[src/rtl/gmii_tx_pkg.sv]
// Shared definitions for the GMII transmit scheduler.
//   tx_state_e     : scheduler FSM states
//   PREAMBLE_BYTE  : 0x55 preamble octet
//   SFD_BYTE       : 0xD5 start-of-frame delimiter
//   HDR_WORDS      : 16-bit slot header words ahead of the payload (len, ts x4, hash x2)
//   CRC32_*        : Ethernet CRC-32 constants (normal-form polynomial and residue)
//   crc32_byte()   : one reflected CRC-32 byte step
package gmii_tx_pkg;

  typedef enum logic [2:0] {
    ST_IDLE,
    ST_HDR,
    ST_WAIT_TS,
    ST_PRE,
    ST_DATA,
    ST_PAD,
    ST_FCS,
    ST_IFG
  } tx_state_e;

  localparam logic [7:0]  PREAMBLE_BYTE = 8'h55;
  localparam logic [7:0]  SFD_BYTE      = 8'hD5;
  localparam int unsigned HDR_WORDS     = 7;

  localparam logic [31:0] CRC32_POLY    = 32'h04C11DB7;
  localparam logic [31:0] CRC32_INIT    = 32'hFFFFFFFF;
  localparam logic [31:0] CRC32_RESIDUE = 32'hC704DD7B;

  // Reflected (LSB-first) update: the register holds the CRC bit-reversed,
  // so the polynomial is applied in its bit-reversed form.
  function automatic logic [31:0] crc32_byte(input logic [31:0] crc, input logic [7:0] d);
    logic [31:0] c;
    logic [31:0] rpoly;
    c = crc;
    for (int unsigned i = 0; i < 32; i++) begin
      rpoly[i] = CRC32_POLY[31-i];
    end
    for (int unsigned i = 0; i < 8; i++) begin
      if (c[0] ^ d[i]) c = (c >> 1) ^ rpoly;
      else             c = c >> 1;
    end
    return c;
  endfunction

endpackage

[src/rtl/eth_crc32_d8.sv]
// Byte-wide Ethernet CRC-32 accumulator.
//   clk_i      : clock
//   rst_i      : synchronous active-high reset (loads the init value)
//   init_i     : reload the init value
//   data_en_i  : fold data_i into the running CRC
//   data_i     : byte to accumulate
//   crc_o      : complemented CRC, octet k (k=0 transmitted first) in bits [8k+7:8k]
module eth_crc32_d8
  import gmii_tx_pkg::*;
(
  input  logic        clk_i,
  input  logic        rst_i,
  input  logic        init_i,
  input  logic        data_en_i,
  input  logic [7:0]  data_i,
  output logic [31:0] crc_o
);

  logic [31:0] crc_q;

  always_ff @(posedge clk_i) begin
    if (rst_i || init_i) begin
      crc_q <= CRC32_INIT;
    end else if (data_en_i) begin
      crc_q <= crc32_byte(crc_q, data_i);
    end
  end

  // Reflected register: the low octet is already the first FCS octet on the wire.
  assign crc_o = ~crc_q;

endmodule

[src/rtl/gmii_tx_scheduler.sv]
// GMII transmit engine fed from a 16-bit slot RAM ring.
//   gmii_tx_clk       : sole clock
//   sys_rst           : synchronous active-high reset
//   global_counter    : time base for timestamp-gated launch
//   tx_enable         : allow new frames to start
//   ts_gate_en        : honour the header timestamp
//   gmii_txd/_tx_en   : GMII transmit pins (registered)
//   slot_tx_eth_addr  : RAM word address (read data one cycle later on slot_tx_eth_q)
//   mem_wr_ptr        : producer pointer; mem_rd_ptr : first word of next unsent frame
//   frame_count       : frames sent (wraps); drop_count : bad-length drops (saturates)
//   busy              : FSM not idle
module gmii_tx_scheduler
  import gmii_tx_pkg::*;
#(
  parameter int unsigned ADDR_W    = 14,
  parameter int unsigned IFG_BYTES = 12,
  parameter int unsigned PAD_EN    = 1,
  parameter int unsigned MIN_LEN   = 60,
  parameter int unsigned MAX_LEN   = 1518
) (
  input  logic              gmii_tx_clk,
  input  logic              sys_rst,
  input  logic [63:0]       global_counter,
  input  logic              tx_enable,
  input  logic              ts_gate_en,
  output logic [7:0]        gmii_txd,
  output logic              gmii_tx_en,
  output logic [ADDR_W-1:0] slot_tx_eth_addr,
  input  logic [15:0]       slot_tx_eth_q,
  input  logic [ADDR_W-1:0] mem_wr_ptr,
  output logic [ADDR_W-1:0] mem_rd_ptr,
  output logic [31:0]       frame_count,
  output logic [15:0]       drop_count,
  output logic              busy
);

  tx_state_e         state_q;
  logic [ADDR_W-1:0] rd_ptr_q;
  logic [ADDR_W-1:0] mem_rd_ptr_q;
  logic [15:0]       len_q;
  logic [15:0]       cnt_q;
  logic [15:0]       word_q;
  logic [63:0]       ts_q;
  logic [7:0]        txd_q;
  logic              tx_en_q;
  logic [31:0]       frame_count_q;
  logic [15:0]       drop_count_q;

  logic              len_bad_d;
  logic              ts_ok_d;
  logic              need_pad_d;
  logic [15:0]       pad_last_d;
  logic [7:0]        data_byte_d;
  logic              crc_init_d;
  logic              crc_en_d;
  logic [7:0]        crc_data_d;
  logic [31:0]       crc_d;
  logic [7:0]        crc_byte_d;
  logic [16:0]       len_words_d;
  logic [ADDR_W-1:0] next_start_d;

  always_comb begin
    len_bad_d    = (len_q == '0) || (len_q > 16'(MAX_LEN));
    ts_ok_d      = !ts_gate_en || (ts_q == '0) || (global_counter >= ts_q);
    need_pad_d   = (PAD_EN != 0) && (len_q < 16'(MIN_LEN));
    pad_last_d   = 16'(MIN_LEN) - len_q - 16'd1;
    // Even byte index -> high byte of the held word, odd -> low byte.
    data_byte_d  = cnt_q[0] ? word_q[7:0] : word_q[15:8];
    crc_init_d   = (state_q == ST_PRE);
    crc_en_d     = (state_q == ST_DATA) || (state_q == ST_PAD);
    crc_data_d   = (state_q == ST_PAD) ? '0 : data_byte_d;
    crc_byte_d   = crc_d[{cnt_q[1:0], 3'b000} +: 8];
    len_words_d  = ({1'b0, len_q} + 17'd1) >> 1;
    next_start_d = mem_rd_ptr_q + ADDR_W'(HDR_WORDS) + ADDR_W'(len_words_d);
  end

  eth_crc32_d8 u_crc (
    .clk_i     (gmii_tx_clk),
    .rst_i     (sys_rst),
    .init_i    (crc_init_d),
    .data_en_i (crc_en_d),
    .data_i    (crc_data_d),
    .crc_o     (crc_d)
  );

  always_ff @(posedge gmii_tx_clk) begin
    if (sys_rst) begin
      state_q       <= ST_IDLE;
      rd_ptr_q      <= '0;
      mem_rd_ptr_q  <= '0;
      len_q         <= '0;
      cnt_q         <= '0;
      word_q        <= '0;
      ts_q          <= '0;
      txd_q         <= '0;
      tx_en_q       <= 1'b0;
      frame_count_q <= '0;
      drop_count_q  <= '0;
    end else begin
      txd_q   <= '0;
      tx_en_q <= 1'b0;
      cnt_q   <= cnt_q + 16'd1;
      unique case (state_q)
        ST_IDLE: begin
          rd_ptr_q <= mem_rd_ptr_q;
          cnt_q    <= '0;
          if (tx_enable && (mem_rd_ptr_q != mem_wr_ptr)) state_q <= ST_HDR;
        end
        // Address runs one word ahead of the sampled data: at count c the RAM
        // returns header word c-1. The address stops on the first payload word.
        ST_HDR: begin
          if (cnt_q < 16'(HDR_WORDS)) rd_ptr_q <= rd_ptr_q + ADDR_W'(1);
          case (cnt_q)
            16'd1:                      len_q <= slot_tx_eth_q;
            16'd2, 16'd3, 16'd4, 16'd5: ts_q  <= {ts_q[47:0], slot_tx_eth_q};
            default: ;
          endcase
          if (cnt_q == 16'(HDR_WORDS)) begin
            cnt_q <= '0;
            if (len_bad_d) begin
              state_q      <= ST_IDLE;
              mem_rd_ptr_q <= mem_wr_ptr;
              rd_ptr_q     <= mem_wr_ptr;
              if (drop_count_q != '1) drop_count_q <= drop_count_q + 16'd1;
            end else begin
              state_q <= ST_WAIT_TS;
            end
          end
        end
        ST_WAIT_TS: begin
          cnt_q <= '0;
          if (ts_ok_d) begin
            word_q   <= slot_tx_eth_q;
            rd_ptr_q <= rd_ptr_q + ADDR_W'(1);
            state_q  <= ST_PRE;
          end
        end
        ST_PRE: begin
          tx_en_q <= 1'b1;
          txd_q   <= (cnt_q == 16'd7) ? SFD_BYTE : PREAMBLE_BYTE;
          if (cnt_q == 16'd7) begin
            cnt_q   <= '0;
            state_q <= ST_DATA;
          end
        end
        // Two cycles per word gives the RAM its read latency for free.
        ST_DATA: begin
          tx_en_q <= 1'b1;
          txd_q   <= data_byte_d;
          if (cnt_q[0]) begin
            word_q   <= slot_tx_eth_q;
            rd_ptr_q <= rd_ptr_q + ADDR_W'(1);
          end
          if (cnt_q == len_q - 16'd1) begin
            cnt_q   <= '0;
            state_q <= need_pad_d ? ST_PAD : ST_FCS;
          end
        end
        ST_PAD: begin
          tx_en_q <= 1'b1;
          if (cnt_q == pad_last_d) begin
            cnt_q   <= '0;
            state_q <= ST_FCS;
          end
        end
        ST_FCS: begin
          tx_en_q <= 1'b1;
          txd_q   <= crc_byte_d;
          if (cnt_q == 16'd3) begin
            cnt_q   <= '0;
            state_q <= ST_IFG;
          end
        end
        ST_IFG: begin
          if (cnt_q == 16'(IFG_BYTES - 1)) begin
            cnt_q         <= '0;
            mem_rd_ptr_q  <= next_start_d;
            rd_ptr_q      <= next_start_d;
            frame_count_q <= frame_count_q + 32'd1;
            state_q       <= ST_IDLE;
          end
        end
        default: state_q <= ST_IDLE;
      endcase
    end
  end

  assign gmii_txd         = txd_q;
  assign gmii_tx_en       = tx_en_q;
  assign slot_tx_eth_addr = rd_ptr_q;
  assign mem_rd_ptr       = mem_rd_ptr_q;
  assign frame_count      = frame_count_q;
  assign drop_count       = drop_count_q;
  assign busy             = (state_q != ST_IDLE);

endmodule

[config.mk]
export PLATFORM = sky130hd
export DESIGN_NAME = gmii_tx_scheduler
export DESIGN_NICKNAME = d
export VERILOG_FILES = /design/src/rtl/gmii_tx_pkg.sv /design/src/rtl/eth_crc32_d8.sv /design/src/rtl/gmii_tx_scheduler.sv
export SDC_FILE = /design/constraint.sdc
export NUM_CORES = 1
export LEC_CHECK = 0
export ABC_AREA = 1
export BUFFER_PORTS_ARGS = -buffer_cell sky130_fd_sc_hd__buf_2
export CELL_PAD_IN_SITES_DETAIL_PLACEMENT = 2
export CELL_PAD_IN_SITES_GLOBAL_PLACEMENT = 2
export CORE_MARGIN = 3
export CORE_UTILIZATION = 30
export CTS_BUF_LIST = sky130_fd_sc_hd__clkbuf_2
export CTS_CLUSTER_SIZE = 8
export DETAILED_ROUTE_END_ITERATION = 16
export GPL_TIMING_DRIVEN = 0
export PLACE_DENSITY_LB_ADDON = 0.12
export SLEW_MARGIN = 20
export SYNTH_ARGS = -nofsm -noshare
export SYNTH_HDL_FRONTEND = slang
export SYNTH_SLANG_ARGS = --single-unit
[constraint.sdc]
create_clock -name gmii_tx_clk -period 3.05 [get_ports gmii_tx_clk]
set_clock_uncertainty 0.05 [all_clocks]
set_input_delay 0 -clock gmii_tx_clk [delete_from_list [all_inputs] [get_ports gmii_tx_clk]]
set_output_delay 0 -clock gmii_tx_clk [all_outputs]
set_load 0.01 [all_outputs]
==> impl_metrics.toml <==
[status]
status = "complete, but fails checks"
violations = "setup timing"

[layout]
fillers = 6245
nets = 3018
stdcell_count = 3539
drive_above_1_share_pct = 20.86
area_growth_pct = 30.67
fin_area_um2 = 20780

[place]
dp_cells = 3280
gp_congestion = 0.8602
portBuffers = 182
dpl.hpwl_mm = 55.83
dpl_worst_slack_ns = -1.378
placed_cell_area_um2 = 17680

[global_route]
grt_max_degree = 12
gr-usage-met1_pct = 33.16
grt.busiest_layer = "met2"
grt_overflow = 0
grt_pass1_wl_mm = 115.8
met2_usage_pct = 45.59
grtUsageTotal_pct = 26.26
met3_usage_pct = 4.221
antenna_found_initial = 2
grt_pass1_vias = 20030

[critical_path]
cp-startpoint = "len_q[3]"
critPathBufInv = 4
crit_cells = 19
arrival_ns = 4.41
r2r-start = "len_q[3]"
worstPathRequired_ns = 3.89
crit_family = "simple AND/OR/NAND/NOR gates"
r2r_cells = 19
crit_fanout = 5
slowest_stage = "dfxtp_4"
critPathLaunchType = "flop"
path_class = "reg -> reg"
crit_chain = "buf_8, nand2_4, nor2_4, inv_2, nor3_4, nand2_2, xor2_1, inv_1, ha_4, ha_4, a21oi_4, nor2_2, a211oi_2, o211ai_1, buf_4, o21ai_4, nand4_1, nor2_1, nor2_1"
slowest_delay_ns = 0.40
crit_path_end_kind = "flop"

[detailed_routing]
wl_per_cell_um = 22.76
wl_mm = 80.56
postRouteAntennaNets = 0
vias = 18640
dr.pass1.iters = 4
detail_route.iter0.violations = 986
via_per_inst = 5.268
drc = 0

[synth]
synth_edf_count = 0
synth.yosys.seq_area_share_pct = 29.20
synth.distinct_cells = 46
synth_top_area_share_pct = 29.20
async_reset_ff_share_pct = 0
synth.ff_latch_count = 232
synthCells = 2418
synth_top_area_cell = "dfxtp_1"
syn_nets = 2620
synth_area_per_cell_um2 = 6.578
ys_warn_count = 0
netlist_area_um2 = 15910
synth_ff_type = "dfxtp_1"
synthTopCellsByArea = "dfxtp_1, nand2_1, ha_1"

[timing]
finalHoldViolCount = 0
relSlewSlack_pct = 35.00
slew_violations = 0
setup_violations = 31
fin_crit_ns = 3.563
grt_setup_unrepaired = "true"
setup_ws_ns = -0.5131
period_share_pct = 116.8
fmax_mhz = 280.7
tightest_slew_ns = 0.9750

[die]
die_x_um = 236.3
die_h_um = 236.3
core_area_um2 = 51920
dieArea_um2 = 55820
placementRows = 83
ioPinCount = 184
initial_utilization_pct = 30.63

[clock_tree]
clockBufferDepth = 3
htreeDepth = 3
cts_buffers = 73
clock-sinks = 232
clock_latency_ns = 1.08
clkTransAtPathRegs_ns = 0.11
root_buffer = "clkbuf_2"
cts_tree = "done"

[power_and_ir_drop]
powerDensity_nw_per_um2 = 774.5
p_leak_nw = 9.180
peakVddDrop_v = 0.0008826
power_mw = 16.10

[worst_hold_path]
min_path_type = "in -> reg"
worstHoldStart = "global_counter[49]"
whs_path_depth = 9

[job]
drv_cap = 0
-- worst paths after layout --
check	slack, ns	to
worst max-delay path	-0.51	slot_tx_eth_addr[13]
worst min-delay path	0.07	slot_tx_eth_addr[10]
worst max register to register	-0.51	slot_tx_eth_addr[13]
worst min register to register	0.44	drop_count[15]
-- routing by layer --
| metal | vias up | part of all wire (%) |
|---|---|---|
| li1 | 8744 | - |
| met1 | 9330 | 43 |
| met2 | 384 | 50 |
| met3 | 184 | 3.4 |
| met4 | 0 | 3.1 |
| met5 | - | 0 |
-- placed cells by master, fill, tap and decap left out, types with 80 or more instances in the layout --
cell type	instances
a21oi_1	224
buf_2	189
clkbuf_2	113
dfxtp_1	222
ha_1	80
inv_1	296
nand2_1	497
nand3_1	108
nor2_1	216
o21ai_0	159
xor2_1	90
-- flip-flops by register name, indices dropped and copies added (netlist names) --
name	flops
len_q	16
word_q	16
state_q	3
cnt_q	16
frame_count	32
slot_tx_eth_addr	14
gmii_tx_en	1
drop_count	16
mem_rd_ptr	14
gmii_txd	8
u_crc.crc_q	32
ts_q	64
-- worst reg2reg max path, cell delays in order (launching register included) --
cell and delay, ns:
dfxtp_4 0.40, buf_8 0.13, nand2_4 0.05, nor2_4 0.14
inv_2 0.10, nor3_4 0.20, nand2_2 0.10, xor2_1 0.23
inv_1 0.12, ha_4 0.29, ha_4 0.23, a21oi_4 0.16
nor2_2 0.06, a211oi_2 0.22, o211ai_1 0.19, buf_4 0.19
o21ai_4 0.23, nand4_1 0.15, nor2_1 0.12, nor2_1 0.04
-- per-stage QoR --
stage	setup TNS, ns	hold slack (ns)	util, %
after floorplan	0	0.1086	-
after global placement	-28.84	0.2673	34.04
after detailed placement	-41.20	0.2716	34.04
after CTS	-1.019	0.004410	38.11
after global routing	-7.088	0.06288	40.03
final	-4.864	0.07331	40.03
-- layout make-up --
cell class | instances | area, um2 | share of cell area [%]
multi-input cells | 1786 | 10820 | 52.06
flip-flops and latches | 232 | 4669 | 22.47
repair buffers | 327 | 2213 | 10.65
inverters | 311 | 1182 | 5.689
well taps | 680 | 850.8 | 4.093
clock buffers | 100 | 500.5 | 2.408
plain buffers | 85 | 452.9 | 2.179
clock inverters | 16 | 90.09 | 0.4334
diodes | 2 | 5.005 | 0.02408
-- synthesized netlist by cell type, drive strengths merged, types with 15 or more instances --
master / instances
xor2: 102
nand4: 52
xnor2: 28
a21oi: 240
nor4: 20
inv: 309
clkbuf: 70
ha: 103
nand2: 535
o21ai: 178
buf: 19
nor3: 63
a211oi: 24
dfxtp: 232
nand3: 114
nor2: 248
or2: 15
o211ai: 25
-- logic make-up (layout without fill, tap and decap cells) --
family,after synthesis,in the layout,synth area share [%]
simple gates,1058,1058,28.36
flops,232,232,29.20
buf+inv,400,839,9.659
compound gates,494,494,16.81
xor+xnor,130,130,7.748
other cells,0,2,0
fa+ha+maj,104,104,8.228
-- report_power, final --
| group | leakage (nW) | internal, mW | switching [mW] |
|---|---|---|---|
| Combinational | 6.83 | 3.35 | 6.03 |
| Sequential | 1.89 | 3.52 | 0.639 |
| Clock | 0.462 | 0.953 | 1.61 |
| Total | 9.18 | 7.83 | 8.27 |
-- what timing repair did --
action / CTS / global route
endpoints found under the hold margin: 127 / 0
setup endpoints to repair: 133 / 142
gates cloned: 0 / 0
buffers inserted: 37 / 35
hold buffers: 73 / 0
pin swaps: 38 / 65
resized for setup: 135 / 181
Note: power is estimated with default switching activity, not from simulation.
